===== config.mk =====
export PLATFORM = sky130hd
export DESIGN_NAME = tli4970_multi_spi_control_flat
export DESIGN_NICKNAME = d
export VERILOG_FILES = /design/src/rtl/tli4970_multi_spi_control_if.sv /design/src/rtl/tli4970_multi_spi_control.sv /design/src/flat_wrapper.sv
export SDC_FILE = /design/constraint.sdc
export NUM_CORES = 1
export LEC_CHECK = 0
export ABC_CLOCK_PERIOD_IN_PS = 7150
export CORE_MARGIN = 3
export CORE_UTILIZATION = 53
export DETAILED_ROUTE_END_ITERATION = 6
export PLACE_DENSITY = 0.85
export SLEW_MARGIN = 15
export SYNTH_ARGS = -nofsm -noshare
export SYNTH_HDL_FRONTEND = slang
export SYNTH_SLANG_ARGS = --single-unit
export TNS_END_PERCENT = 50

===== constraint.sdc =====
create_clock -name clock_i -period 7.15 [get_ports clock_i]
set_clock_uncertainty 0.15 [all_clocks]
set_input_delay 1.43 -clock clock_i [delete_from_list [all_inputs] [get_ports clock_i]]
set_output_delay 1.43 -clock clock_i [all_outputs]
set_load 0.01 [all_outputs]

===== src/rtl/tli4970_multi_spi_control_if.sv =====
// Bus between the TLI4970 polling controller and the SPI master / sensor-result consumers.
// The controller side uses the slave modport. The SPI-master and test side uses the master modport.
interface tli4970_multi_spi_control_if #(
  parameter int NUM_SENSORS = 4,
  parameter int SEL_W       = 3
);
  // Handshake: wren is a one-cycle request to load the tx word; the SPI master answers
  // with a write_ack rising edge. di_req level asks for the next word. A data_read_valid
  // falling edge marks data_read as a finished rx word. sample_valid[k] is a one-cycle
  // strobe for the slice of sensor k in current/status_flag/parity_err.
  logic                     start;
  logic                     continuous;
  logic                     di_req;
  logic                     write_ack;
  logic                     data_read_valid;
  logic [15:0]              data_read;
  logic                     ss_n;
  logic                     wren;
  logic [SEL_W-1:0]         sensor_sel;
  logic                     spi_done;
  logic [16*NUM_SENSORS-1:0] current;
  logic [NUM_SENSORS-1:0]   status_flag;
  logic [NUM_SENSORS-1:0]   parity_err;
  logic [NUM_SENSORS-1:0]   sample_valid;

  modport master (
    output start, continuous, di_req, write_ack, data_read_valid, data_read, ss_n,
    input  wren, sensor_sel, spi_done, current, status_flag, parity_err, sample_valid
  );

  modport slave (
    input  start, continuous, di_req, write_ack, data_read_valid, data_read, ss_n,
    output wren, sensor_sel, spi_done, current, status_flag, parity_err, sample_valid
  );
endinterface


===== src/rtl/tli4970_multi_spi_control.sv =====
// Round-robin poller for several TLI4970 current sensors sharing one SPI master.
// Sends one or more 0x0000 words per frame and decodes the last rx word of each frame.
module tli4970_multi_spi_control #(
  parameter int NUM_SENSORS     = 4,
  parameter int WORDS_PER_FRAME = 1,
  parameter int DELAY_CYCLES    = 64,
  parameter int SEL_W           = 3
) (
  input  logic                              clock_i,
  input  logic                              reset_n_i,
  tli4970_multi_spi_control_if.slave        bus,
  output logic [2:0]                        state_o
);

  typedef enum logic [2:0] {
    S_IDLE     = 3'd0,
    S_DELAY    = 3'd1,
    S_WRITE    = 3'd2,
    S_WAIT_ACK = 3'd3,
    S_WAIT_RX  = 3'd4,
    S_NEXT     = 3'd5
  } state_e;

  localparam logic [SEL_W-1:0] LAST_SEL = SEL_W'(NUM_SENSORS - 1);
  localparam logic [2:0]       WPF      = 3'(WORDS_PER_FRAME);
  localparam logic [7:0]       DLY      = 8'(DELAY_CYCLES);

  state_e                    state_q;
  logic [7:0]                dly_q;
  logic [2:0]                word_q;
  logic [2:0]                rx_q;
  logic                      need_di_q;
  logic [SEL_W-1:0]          sel_q;
  logic                      wren_q;
  logic                      done_q;
  logic                      ack_prev_q;
  logic                      drv_prev_q;
  logic [16*NUM_SENSORS-1:0] current_q;
  logic [NUM_SENSORS-1:0]    status_q;
  logic [NUM_SENSORS-1:0]    perr_q;
  logic [NUM_SENSORS-1:0]    sv_q;

  logic        ack_rise;
  logic        rx_fall;
  logic        rx_take;
  logic        rx_last;
  logic        parity_bad;
  logic [15:0] cur_d;

  assign ack_rise   = bus.write_ack & ~ack_prev_q;
  assign rx_fall    = ~bus.data_read_valid & drv_prev_q;
  // rx words are accepted only once the frame's tx exchange has started
  assign rx_take    = rx_fall && (state_q == S_WAIT_ACK || state_q == S_WAIT_RX) && (rx_q < WPF);
  assign rx_last    = rx_take && (rx_q == WPF - 3'd1);
  assign parity_bad = ^bus.data_read;
  assign cur_d      = {3'b000, bus.data_read[12:0]} - 16'd4096;

  always_ff @(posedge clock_i or negedge reset_n_i) begin
    if (!reset_n_i) begin
      state_q    <= S_IDLE;
      dly_q      <= '0;
      word_q     <= '0;
      rx_q       <= '0;
      need_di_q  <= 1'b0;
      sel_q      <= '0;
      wren_q     <= 1'b0;
      done_q     <= 1'b1;
      ack_prev_q <= 1'b0;
      drv_prev_q <= 1'b0;
      current_q  <= '0;
      status_q   <= '0;
      perr_q     <= '0;
      sv_q       <= '0;
    end else begin
      ack_prev_q <= bus.write_ack;
      drv_prev_q <= bus.data_read_valid;
      sv_q       <= '0;
      wren_q     <= 1'b0;

      if (rx_take) rx_q <= rx_q + 3'd1;

      if (rx_last) begin
        for (int k = 0; k < NUM_SENSORS; k++) begin
          if (sel_q == SEL_W'(k)) begin
            sv_q[k] <= 1'b1;
            if (parity_bad) begin
              perr_q[k] <= 1'b1;
            end else if (bus.data_read[15]) begin
              status_q[k] <= 1'b1;
              perr_q[k]   <= 1'b0;
            end else begin
              current_q[16*k +: 16] <= cur_d;
              status_q[k]           <= 1'b0;
              perr_q[k]             <= 1'b0;
            end
          end
        end
      end

      case (state_q)
        S_IDLE: begin
          if (bus.start && bus.ss_n) begin
            sel_q   <= '0;
            word_q  <= '0;
            rx_q    <= '0;
            done_q  <= 1'b0;
            dly_q   <= DLY;
            state_q <= S_DELAY;
          end
        end
        S_DELAY: begin
          if (dly_q == 8'd0) begin
            wren_q  <= 1'b1;
            state_q <= S_WRITE;
          end else begin
            dly_q <= dly_q - 8'd1;
          end
        end
        S_WRITE: state_q <= S_WAIT_ACK;
        S_WAIT_ACK: begin
          if (ack_rise && !need_di_q) begin
            word_q <= word_q + 3'd1;
            if (word_q + 3'd1 < WPF) need_di_q <= 1'b1;
            else                     state_q   <= S_WAIT_RX;
          end else if (need_di_q && bus.di_req) begin
            need_di_q <= 1'b0;
            dly_q     <= DLY;
            state_q   <= S_DELAY;
          end
        end
        S_WAIT_RX: begin
          if (rx_q == WPF && bus.ss_n) state_q <= S_NEXT;
        end
        S_NEXT: begin
          word_q    <= '0;
          rx_q      <= '0;
          need_di_q <= 1'b0;
          dly_q     <= DLY;
          if (sel_q < LAST_SEL) begin
            sel_q   <= sel_q + SEL_W'(1);
            state_q <= S_DELAY;
          end else begin
            sel_q <= '0;
            if (bus.continuous) begin
              state_q <= S_DELAY;
            end else begin
              state_q <= S_IDLE;
              done_q  <= 1'b1;
            end
          end
        end
        default: state_q <= S_IDLE;
      endcase
    end
  end

  assign bus.wren         = wren_q;
  assign bus.sensor_sel   = sel_q;
  assign bus.spi_done     = done_q;
  assign bus.current      = current_q;
  assign bus.status_flag  = status_q;
  assign bus.parity_err   = perr_q;
  assign bus.sample_valid = sv_q;
  assign state_o          = state_q;

endmodule

===== src/flat_wrapper.sv =====
// flat-port wrapper written by rule: the top's interface ports become plain ports
module tli4970_multi_spi_control_flat 
#(
  parameter int NUM_SENSORS     = 4,
  parameter int WORDS_PER_FRAME = 1,
  parameter int DELAY_CYCLES    = 64,
  parameter int SEL_W           = 3
)
  (clock_i, reset_n_i, state_o, bus_start, bus_continuous, bus_di_req, bus_write_ack, bus_data_read_valid, bus_data_read, bus_ss_n, bus_wren, bus_sensor_sel, bus_spi_done, bus_current, bus_status_flag, bus_parity_err, bus_sample_valid);
  tli4970_multi_spi_control_if #(.NUM_SENSORS(NUM_SENSORS), .SEL_W(SEL_W)) bus_i ();
  input  logic clock_i;
  input  logic reset_n_i;
  output logic [2:0] state_o;
  input wire logic [$bits(bus_i.start)-1:0] bus_start;
  input wire logic [$bits(bus_i.continuous)-1:0] bus_continuous;
  input wire logic [$bits(bus_i.di_req)-1:0] bus_di_req;
  input wire logic [$bits(bus_i.write_ack)-1:0] bus_write_ack;
  input wire logic [$bits(bus_i.data_read_valid)-1:0] bus_data_read_valid;
  input wire logic [$bits(bus_i.data_read)-1:0] bus_data_read;
  input wire logic [$bits(bus_i.ss_n)-1:0] bus_ss_n;
  output wire logic [$bits(bus_i.wren)-1:0] bus_wren;
  output wire logic [$bits(bus_i.sensor_sel)-1:0] bus_sensor_sel;
  output wire logic [$bits(bus_i.spi_done)-1:0] bus_spi_done;
  output wire logic [$bits(bus_i.current)-1:0] bus_current;
  output wire logic [$bits(bus_i.status_flag)-1:0] bus_status_flag;
  output wire logic [$bits(bus_i.parity_err)-1:0] bus_parity_err;
  output wire logic [$bits(bus_i.sample_valid)-1:0] bus_sample_valid;
  assign bus_i.start = bus_start;
  assign bus_i.continuous = bus_continuous;
  assign bus_i.di_req = bus_di_req;
  assign bus_i.write_ack = bus_write_ack;
  assign bus_i.data_read_valid = bus_data_read_valid;
  assign bus_i.data_read = bus_data_read;
  assign bus_i.ss_n = bus_ss_n;
  assign bus_wren = bus_i.wren;
  assign bus_sensor_sel = bus_i.sensor_sel;
  assign bus_spi_done = bus_i.spi_done;
  assign bus_current = bus_i.current;
  assign bus_status_flag = bus_i.status_flag;
  assign bus_parity_err = bus_i.parity_err;
  assign bus_sample_valid = bus_i.sample_valid;
  tli4970_multi_spi_control #(.NUM_SENSORS(NUM_SENSORS), .WORDS_PER_FRAME(WORDS_PER_FRAME), .DELAY_CYCLES(DELAY_CYCLES), .SEL_W(SEL_W)) u_core (.clock_i(clock_i), .reset_n_i(reset_n_i), .bus(bus_i), .state_o(state_o));
endmodule

==> flow_summary.ini, run 1 <==
[run_status]
run_status = finished clean

[global_routing]
grt_overflow_total = 0
gr-usage-all-layers_pct = 21.2
grt_max_degree = 90
grt_antenna_before_repair = 0
grt_first_pass_wirelength_um = 14700
first_global_vias = 2834

[critical_path]
critPathSlowestCell = clkdlybuf4s50_1
r2r_start = u_core.state_o[2]
path_cells = clkdlybuf4s50_1, xnor2_2, xnor2_1, xnor2_1, xnor2_4, nor3_4, mux2_2
crit_arrival_ns = 4.38
reg2reg_slack_ns = 3.98
path_class = input port to flop
cpMostUsedCell = xnor2_1
critPathMaxStageDelay_ns = 0.86
r2r_cells = 6
worstPathRequired_ns = 7.24
worst_setup_path_start_kind = input port
rr_endpoint = u_core.bus.current[2]
endpoint_kind = flop
worstPathMaxFanout = 13

[hold_path]
hold_depth = 1
min_to = u_core.dly_q[7]
hp-class = flop to flop
min_from = u_core.dly_q[7]

[power]
vdd_drop_max_v = 0.000169
power_density_mw_per_mm2 = 339
leakage_nw = 2.45

[clocking]
cts_resized = 0
cts_buffers = 9
cts_tree = built
cts_num_sinks = 89
cts_setup_buffers = 0
clk_latency_ns = 0.37
hold_buffers = 0
cts.path.max_buffers = 2
clkTransAtPathRegs_ns = 0.08
cts_root_buffer = clkbuf_8
cts_max_level = 3

[place]
port_buffers = 107
gp_congestion = 0.804
post-place-ws_ns = 2.48
dp_hpwl_um = 6770

[floorplanning]
die_x_um = 95.9
num_io_pins = 108
coreArea_mm2 = 0.00777
die_y_um = 95.9
die-area_mm2 = 0.00919
placementRows = 32
initial_utilization_pct = 55.1

[layout]
num-nets-final = 462
layout-drive-gt1-share_pct = 18.8
multi_input_area_mm2 = 0.00180
antennaDiodeCount = 0
fin_util_pct = 70.7
synthToLayoutAreaGrowth_pct = 28.4
area.sequential_mm2 = 0.00223
fill_cells = 525

[drt]
drt-total-wl_um = 9460
drtIter0Drc = 107
routedWlPerCell_um = 17.7
vias_per_cell = 5.49
drc = 0
detail-route-antenna-nets = 0
first_pass_iters = 4
vias = 2931

[sta]
max_slew.worst_pin.slew_ns = 0.898
fin_setup_tns_ns = 0
drv_slew = 0
setup_slack_ns = 2.87
post-route-period-util_pct = 59.9
period_minus_slack_ns = 4.28
hold_viol_final = 0
setup_viol = 0
rsz0062_at_grt = false
max_clock_freq_ghz = 0.234
relSlewSlack_pct = 39.9

[synthesis]
synth_edf_count = 0
synthTopCellsByArea = dfrtp_1, mux2_4, mux2_2, ha_1, xnor2_1
synth_mux_area_share_pct = 17.8
yosysSeqAreaShare_pct = 52.1
synth_xor_xnor_area_share_pct = 4.06
synth_top_family_by_area = multiplexers
yosysWarnings = 0
synth_cells = 330
synth_common_cells = dfrtp_1, mux2_4, nor2_1, o21ai_0, nand2_1
ys_dominant_reg_cell = dfrtp_1
syn_nets = 365
synth_seq_cells = 89
yosys.area.top_type = dfrtp_1
async_flop_share_pct = 100
synthSimpleGateAreaFrac_pct = 10.1
mappedNetlistArea_mm2 = 0.00428
synth_cell_types = 50
synth_top_area_share_pct = 51.5
yosysMostFrequentCell = dfrtp_1
synthAdderAreaFrac_pct = 3.22
synth_compound_gate_area_share_pct = 7.05
synth.avg_cell_area_um2 = 13.0

[flow_run]
cap_violations = 0
cells by family after synthesis:
| logic type | count (synthesis) |
|---|---|
| xor+xnor | 16 |
| flops | 89 |
| buf+inv | 34 |
| fa+ha+maj | 11 |
| compound gates | 48 |
| simple gates | 76 |
| mux | 56 |
state kept, by name, summed over array words and instances (netlist names), 3 cells and up:
name                     cells
u_core.word_q                3
u_core.state_o               3
u_core.bus.parity_err        4
u_core.bus.status_flag       4
u_core.bus.sample_valid      4
u_core.rx_q                  3
u_core.dly_q                 8
u_core.bus.current          52
u_core.bus.sensor_sel        3
worst max path at each step:
stage,startpoint,endpoint,cells past startpoint
2_1_floorplan,bus_data_read_valid,u_core.bus.current[48],7
3_3_place_gp,bus_data_read[15],u_core.bus.current[2],7
3_5_place_dp,bus_data_read[15],u_core.bus.current[2],7
4_1_cts,bus_data_read[15],u_core.bus.current[2],7
5_1_grt,bus_data_read[15],u_core.bus.current[2],7
6_report,bus_data_read[15],u_core.bus.current[17],7
critical path: cells and delay by family:
kind	cells	cell delay [ns]
XOR/XNOR	4	0.90
buffers and inverters	1	0.86
AND/OR/NAND/NOR	1	0.77
multiplexers	1	0.41
metrics by stage:
stage,cell area (µm²),std cells,power [mW],hold slack [ns]
after floorplan,4280,330,1.17,0.286
after global placement,5280,518,1.47,0.303
after detailed placement,5280,518,1.50,0.308
after CTS,5490,534,1.87,0.324
after global routing,5490,534,1.98,0.346
final,5490,534,1.86,0.324
cell usage in the layout (no fill, tap or decap), types with 4 or more instances in the layout:
cell type,Yosys,routed
mux2_2,16,16
mux2_4,36,36
o31ai_1,4,4
nand2b_1,4,4
ha_1,11,11
nor2_1,26,26
nor3_4,4,4
mux2i_1,4,4
o21ai_0,18,18
nand2_1,17,17
dfrtp_1,88,88
inv_1,13,13
nor3_1,4,4
xnor2_1,12,12
clkdlybuf4s50_1,0,106
a21oi_1,12,12
and2_1,4,4
clkbuf_8,0,10
power by group:
part	leakage [nW]	internal (mW)	switching (mW)
logic	1.16	0.401	0.335
registers	1.19	0.635	0.122
clock network	0.101	0.175	0.192
routing by layer:
layer | share of wire [%] | vias up | GRT usage (%)
met5 | 0 | - | 0
met4 | 2.0 | 0 | 8.06
met3 | 6.5 | 16 | 4.85
met2 | 51 | 108 | 34.6
met1 | 41 | 1477 | 27.6
li1 | - | 1330 | -
final cells by class:
class                      count  share of cell area, %
sequential                    89                   40.6
timing repair buffer         107                   19.5
clock buffer                  10                   2.51
tap                          102                   2.32
inverter                      13                  0.888
clock inverter                 6                   1.34
multi-input combinational    207                   32.8
No activity file was read; power rests on OpenSTA's default activity.
==> inputs of run 2 (changes only) <==
--- a/config.mk
+++ b/config.mk
@@ -5,11 +5,11 @@
 export SDC_FILE = /design/constraint.sdc
 export NUM_CORES = 1
 export LEC_CHECK = 0
-export ABC_CLOCK_PERIOD_IN_PS = 7150
+export ABC_CLOCK_PERIOD_IN_PS = 3850
 export CORE_MARGIN = 3
-export CORE_UTILIZATION = 53
+export CORE_UTILIZATION = 45
 export DETAILED_ROUTE_END_ITERATION = 6
-export PLACE_DENSITY = 0.85
+export PLACE_DENSITY = 0.77
 export SLEW_MARGIN = 15
 export SYNTH_ARGS = -nofsm -noshare
 export SYNTH_HDL_FRONTEND = slang
==> constraint.sdc (replaced) <==
create_clock -name clock_i -period 3.85 [get_ports clock_i]
set_clock_uncertainty 0.15 [all_clocks]
set_input_delay 0.77 -clock clock_i [delete_from_list [all_inputs] [get_ports clock_i]]
set_output_delay 0.77 -clock clock_i [all_outputs]
set_load 0.01 [all_outputs]
==> flow_summary.ini, run 2 (synthesized netlist as in run 1, its figures left out) <==
[run_status]
run_status = finished clean

[floorplanning]
coreArea_mm2 = 0.00898
die-area_mm2 = 0.0107
num_io_pins = 108
die_x_um = 104
die_y_um = 104
initial_utilization_pct = 47.7
placementRows = 34

[clocking]
cts_tree = built
clk_latency_ns = 0.36
hold_buffers = 0
clkTransAtPathRegs_ns = 0.09
cts_max_level = 3
cts_resized = 0
cts_num_sinks = 89
cts.path.max_buffers = 2
cts_setup_buffers = 0
cts_buffers = 9
cts_root_buffer = clkbuf_8

[critical_path]
crit_arrival_ns = 3.24
reg2reg_slack_ns = 1.03
worst_setup_path_start_kind = input port
endpoint_kind = flop
worstPathRequired_ns = 3.94
worstPathMaxFanout = 13
path_class = input port to flop

[drt]
first_pass_iters = 4
vias = 2855
detail-route-antenna-nets = 0
drtIter0Drc = 72
routedWlPerCell_um = 16.5
drt-total-wl_um = 9280
drc = 0
vias_per_cell = 5.06

[sta]
post-route-period-util_pct = 81.8
period_minus_slack_ns = 3.15
fin_setup_tns_ns = 0
rsz0062_at_grt = false
max_slew.worst_pin.slew_ns = 0.779
hold_viol_final = 0
relSlewSlack_pct = 48.1
drv_slew = 0
setup_viol = 0
max_clock_freq_ghz = 0.318

[power]
clockPowerShare_pct = 17.6
vdd_drop_max_v = 0.000376
power_frac_seq_pct = 41.8
p_total_mw = 3.38
switching_share_pct = 35.7
power_frac_comb_pct = 40.6
leakage_nw = 2.46
power_density_mw_per_mm2 = 610
p_sw_mw = 1.20
intPower_mw = 2.17

[global_routing]
grt_max_degree = 90
first_global_vias = 2933
grt_first_pass_wirelength_um = 15200
gr-usage-all-layers_pct = 17.3
grt_overflow_total = 0
grt_antenna_before_repair = 0

[place]
dp_hpwl_um = 6690
port_buffers = 107
gp_congestion = 0.745
dp_cells = 548

[flow_run]
cap_violations = 0

[layout]
num-nets-final = 468
layout-drive-gt1-share_pct = 19.6
largest_reg_flops = 52
final_cell_mix = clkdlybuf4s50_1, dfrtp_1, mux2_4, nor2_1, o21ai_0
final_common_cell = clkdlybuf4s50_1
antennaDiodeCount = 0
synthToLayoutAreaGrowth_pct = 29.3
instances_no_fill = 564

[hold_path]
hp-class = input port to async pin
run 2: worst paths after layout:
path                                           from                          to  depth (start not counted)
worst max-delay path            bus_data_read_valid       u_core.bus.current[2]                          8
worst min-delay path                      reset_n_i      u_core.bus.current[38]                          1
worst max register to register    u_core.state_o[2]       u_core.bus.current[2]                          7
worst min register to register      u_core.dly_q[7]             u_core.dly_q[7]                          1
max in group asynchronous                 reset_n_i  u_core.bus.sample_valid[3]                          1
min in group clock_i                u_core.dly_q[7]             u_core.dly_q[7]                          1
run 2: worst max-delay path, stage by stage:
cell	delay (ns)
clkdlybuf4s50_1	0.43
or4b_1	0.52
a211oi_2	0.34
and3_2	0.29
nand2_1	0.11
nor3_4	0.11
buf_4	0.28
mux2_2	0.37
run 2: through the flow:
| stage | hold WS [ns] | instance area [µm²] | utilization (%) | worst slack [ns] |
|---|---|---|---|---|
| detailed placement | 0.344 | 5350 | 59.6 | 0.308 |
| CTS | 0.361 | 5530 | 61.6 | 0.706 |
| finish | 0.318 | 5530 | 61.7 | 0.702 |
| floorplan | 0.286 | 4280 | - | 0.981 |
| global placement | 0.303 | 5350 | 59.6 | 0.428 |
| global route | 0.367 | 5530 | 61.7 | 0.557 |
run 2: final cells by class:
| cell class | instances | area [µm²] |
|---|---|---|
| multi-input cells | 207 | 1800 |
| repair buffers | 113 | 1120 |
| clock inverters | 6 | 50.0 |
| flip-flops and latches | 89 | 2230 |
| inverters | 13 | 48.8 |
| fillers | 709 | 3440 |
| clock buffers | 10 | 128 |
| well taps | 126 | 158 |
run 2: power groups by stage:
stage                     registers [mW]  logic, mW  clock network [mW]
after CTS                           1.41       1.38               0.609
after global placement              1.41       1.34                   0
after floorplan                     1.44      0.740                   0
after global routing                1.44       1.50               0.642
after detailed placement            1.42       1.37                   0
final                               1.41       1.37               0.594
run 2: metal layers:
metal	GRT usage (%)	wire (µm)	part of all wire (%)	up-vias
li1	-	-	-	1344
met2	28.2	4350	47	92
met1	23.5	4340	47	1412
met3	4.54	518	5.6	7
met5	0	0	0	-
met4	3.42	71	0.77	0
==> inputs of run 3 (changes only) <==
--- a/config.mk
+++ b/config.mk
@@ -5,11 +5,11 @@
 export SDC_FILE = /design/constraint.sdc
 export NUM_CORES = 1
 export LEC_CHECK = 0
-export ABC_CLOCK_PERIOD_IN_PS = 3850
+export ABC_CLOCK_PERIOD_IN_PS = 3070
 export CORE_MARGIN = 3
-export CORE_UTILIZATION = 45
+export CORE_UTILIZATION = 49
 export DETAILED_ROUTE_END_ITERATION = 6
-export PLACE_DENSITY = 0.77
+export PLACE_DENSITY = 0.8
 export SLEW_MARGIN = 15
 export SYNTH_ARGS = -nofsm -noshare
 export SYNTH_HDL_FRONTEND = slang
==> constraint.sdc (replaced) <==
create_clock -name clock_i -period 3.07 [get_ports clock_i]
set_clock_uncertainty 0.15 [all_clocks]
set_input_delay 0.614 -clock clock_i [delete_from_list [all_inputs] [get_ports clock_i]]
set_output_delay 0.614 -clock clock_i [all_outputs]
set_load 0.01 [all_outputs]
==> flow_summary.ini, run 3 (synthesized netlist as in run 1, its figures left out) <==
[clocking]
cts_max_level = 3
cts_root_buffer = clkbuf_8
cts_resized = 0
cts_setup_buffers = 0
hold_buffers = 0
cts_tree = built
cts_buffers = 9
clk_latency_ns = 0.35
cts.path.max_buffers = 2
clkTransAtPathRegs_ns = 0.09
cts_num_sinks = 89

[floorplanning]
initial_utilization_pct = 51.3
die-area_mm2 = 0.00989
coreArea_mm2 = 0.00834
num_io_pins = 108
die_x_um = 99.5
placementRows = 33
die_y_um = 99.5

[layout]
instances_no_fill = 562
final_common_cell = clkdlybuf4s50_1
fill_cells = 590
num-nets-final = 487
largest_reg_flops = 52
synthToLayoutAreaGrowth_pct = 34.5
final_cell_mix = clkdlybuf4s50_1, dfrtp_1, mux2_4, nor2_1, buf_4
fin_area_mm2 = 0.00575
layout-drive-gt1-share_pct = 23.2
antennaDiodeCount = 0
fin_util_pct = 69.0

[drt]
vias_per_cell = 5.26
drt-total-wl_um = 9450
dr_wl_met2_um = 4670
drtIter0Drc = 78
m1WireLength_um = 4070
routedWlPerCell_um = 16.8
detail-route-antenna-nets = 0
wl_met3_um = 623
vias = 2958
top_layer = met4
drc = 0
first_pass_iters = 4

[sta]
hold_viol_final = 0
max_clock_freq_ghz = 0.358
hold_slack_ns = 0.0965
drv_slew = 0
post-route-period-util_pct = 90.9
period_minus_slack_ns = 2.79
setup_viol = 0
fin_setup_tns_ns = 0
rsz0062_at_grt = false
setup_slack_ns = 0.280
max_slew.worst_pin.slew_ns = 0.649
relSlewSlack_pct = 56.7

[critical_path]
worstPathRequired_ns = 3.16
worst_setup_path_start_kind = input port
critPathMaxStageDelay_ns = 0.52
crit_buf_inv = 2
path_class = input port to flop
endpoint_kind = flop
critPathSlowestCell = or4b_1
path_cells = clkdlybuf4s50_1, or4b_1, a211oi_2, and3_2, nand2_1, nor3_4, buf_12, mux2_2
crit_arrival_ns = 2.88
reg2reg_slack_ns = 0.48
worstPathMaxFanout = 13
cp_top_family = simple AND/OR/NAND/NOR gates

[place]
dp_cells = 546
dpl-instance-area_mm2 = 0.00553
dp_hpwl_um = 7000
post-place-ws_ns = -0.0955
port_buffers = 107
gp_congestion = 0.813

[run_status]
run_status = finished clean

[global_routing]
grt_antenna_before_repair = 0
grt_max_degree = 46
gr-usage-all-layers_pct = 20.2
first_global_vias = 3076
grt_first_pass_wirelength_um = 15700
grt_overflow_total = 0

[flow_run]
cap_violations = 0

[power]
p_total_mw = 4.41
vdd_drop_max_v = 0.000452
leakage_nw = 2.59
power_density_mw_per_mm2 = 766

[hold_path]
hp-class = input port to async pin
==> run 3: cell types whose count changed in the layout (fill, tap and decap cells not counted) <==
cell	delta
buf_4	+15
buf_12	+5
bufinv_16	+2
clkinv_4	-2
buf_6	-1
clkbuf_1	-1
clkinv_2	+1
clkinvlp_4	-1
inv_6	+1
==> run 3: worst paths after layout <==
check / to / start / depth (start not counted)
hold / removal: u_core.bus.current[6] / reset_n_i / 1
min in group clock_i: u_core.dly_q[7] / u_core.dly_q[7] / 1
setup / recovery: u_core.bus.current[18] / bus_data_read_valid / 8
max in group asynchronous: u_core.bus.sample_valid[1] / reset_n_i / 2
hold reg to reg: u_core.dly_q[7] / u_core.dly_q[7] / 1
setup reg to reg: u_core.bus.current[18] / u_core.state_o[1] / 7
==> run 3: report_power, final <==
group | switching [mW] | internal [mW]
clock | 0.426 | 0.466
combinational | 0.795 | 0.959
sequential | 0.283 | 1.48
total | 1.50 | 2.90
==> run 3: final cells by class <==
type                            count  area [µm²]  share of cell area [%]
Sequential cell                    89        2230                    38.7
Multi-Input combinational cell    207        1800                    31.4
Timing Repair Buffer              132        1320                    22.9
Tap cell                          105         131                    2.28
Clock buffer                        9         124                    2.15
Clock inverter                      7        98.8                    1.72
Inverter                           13        48.8                   0.848
==> run 3: routing by layer <==
| metal | GRT usage, % | up-vias |
|---|---|---|
| met5 | 0 | - |
| met4 | 4.73 | 0 |
| met3 | 4.49 | 10 |
| met2 | 33.8 | 108 |
| met1 | 26.9 | 1457 |
| li1 | - | 1383 |
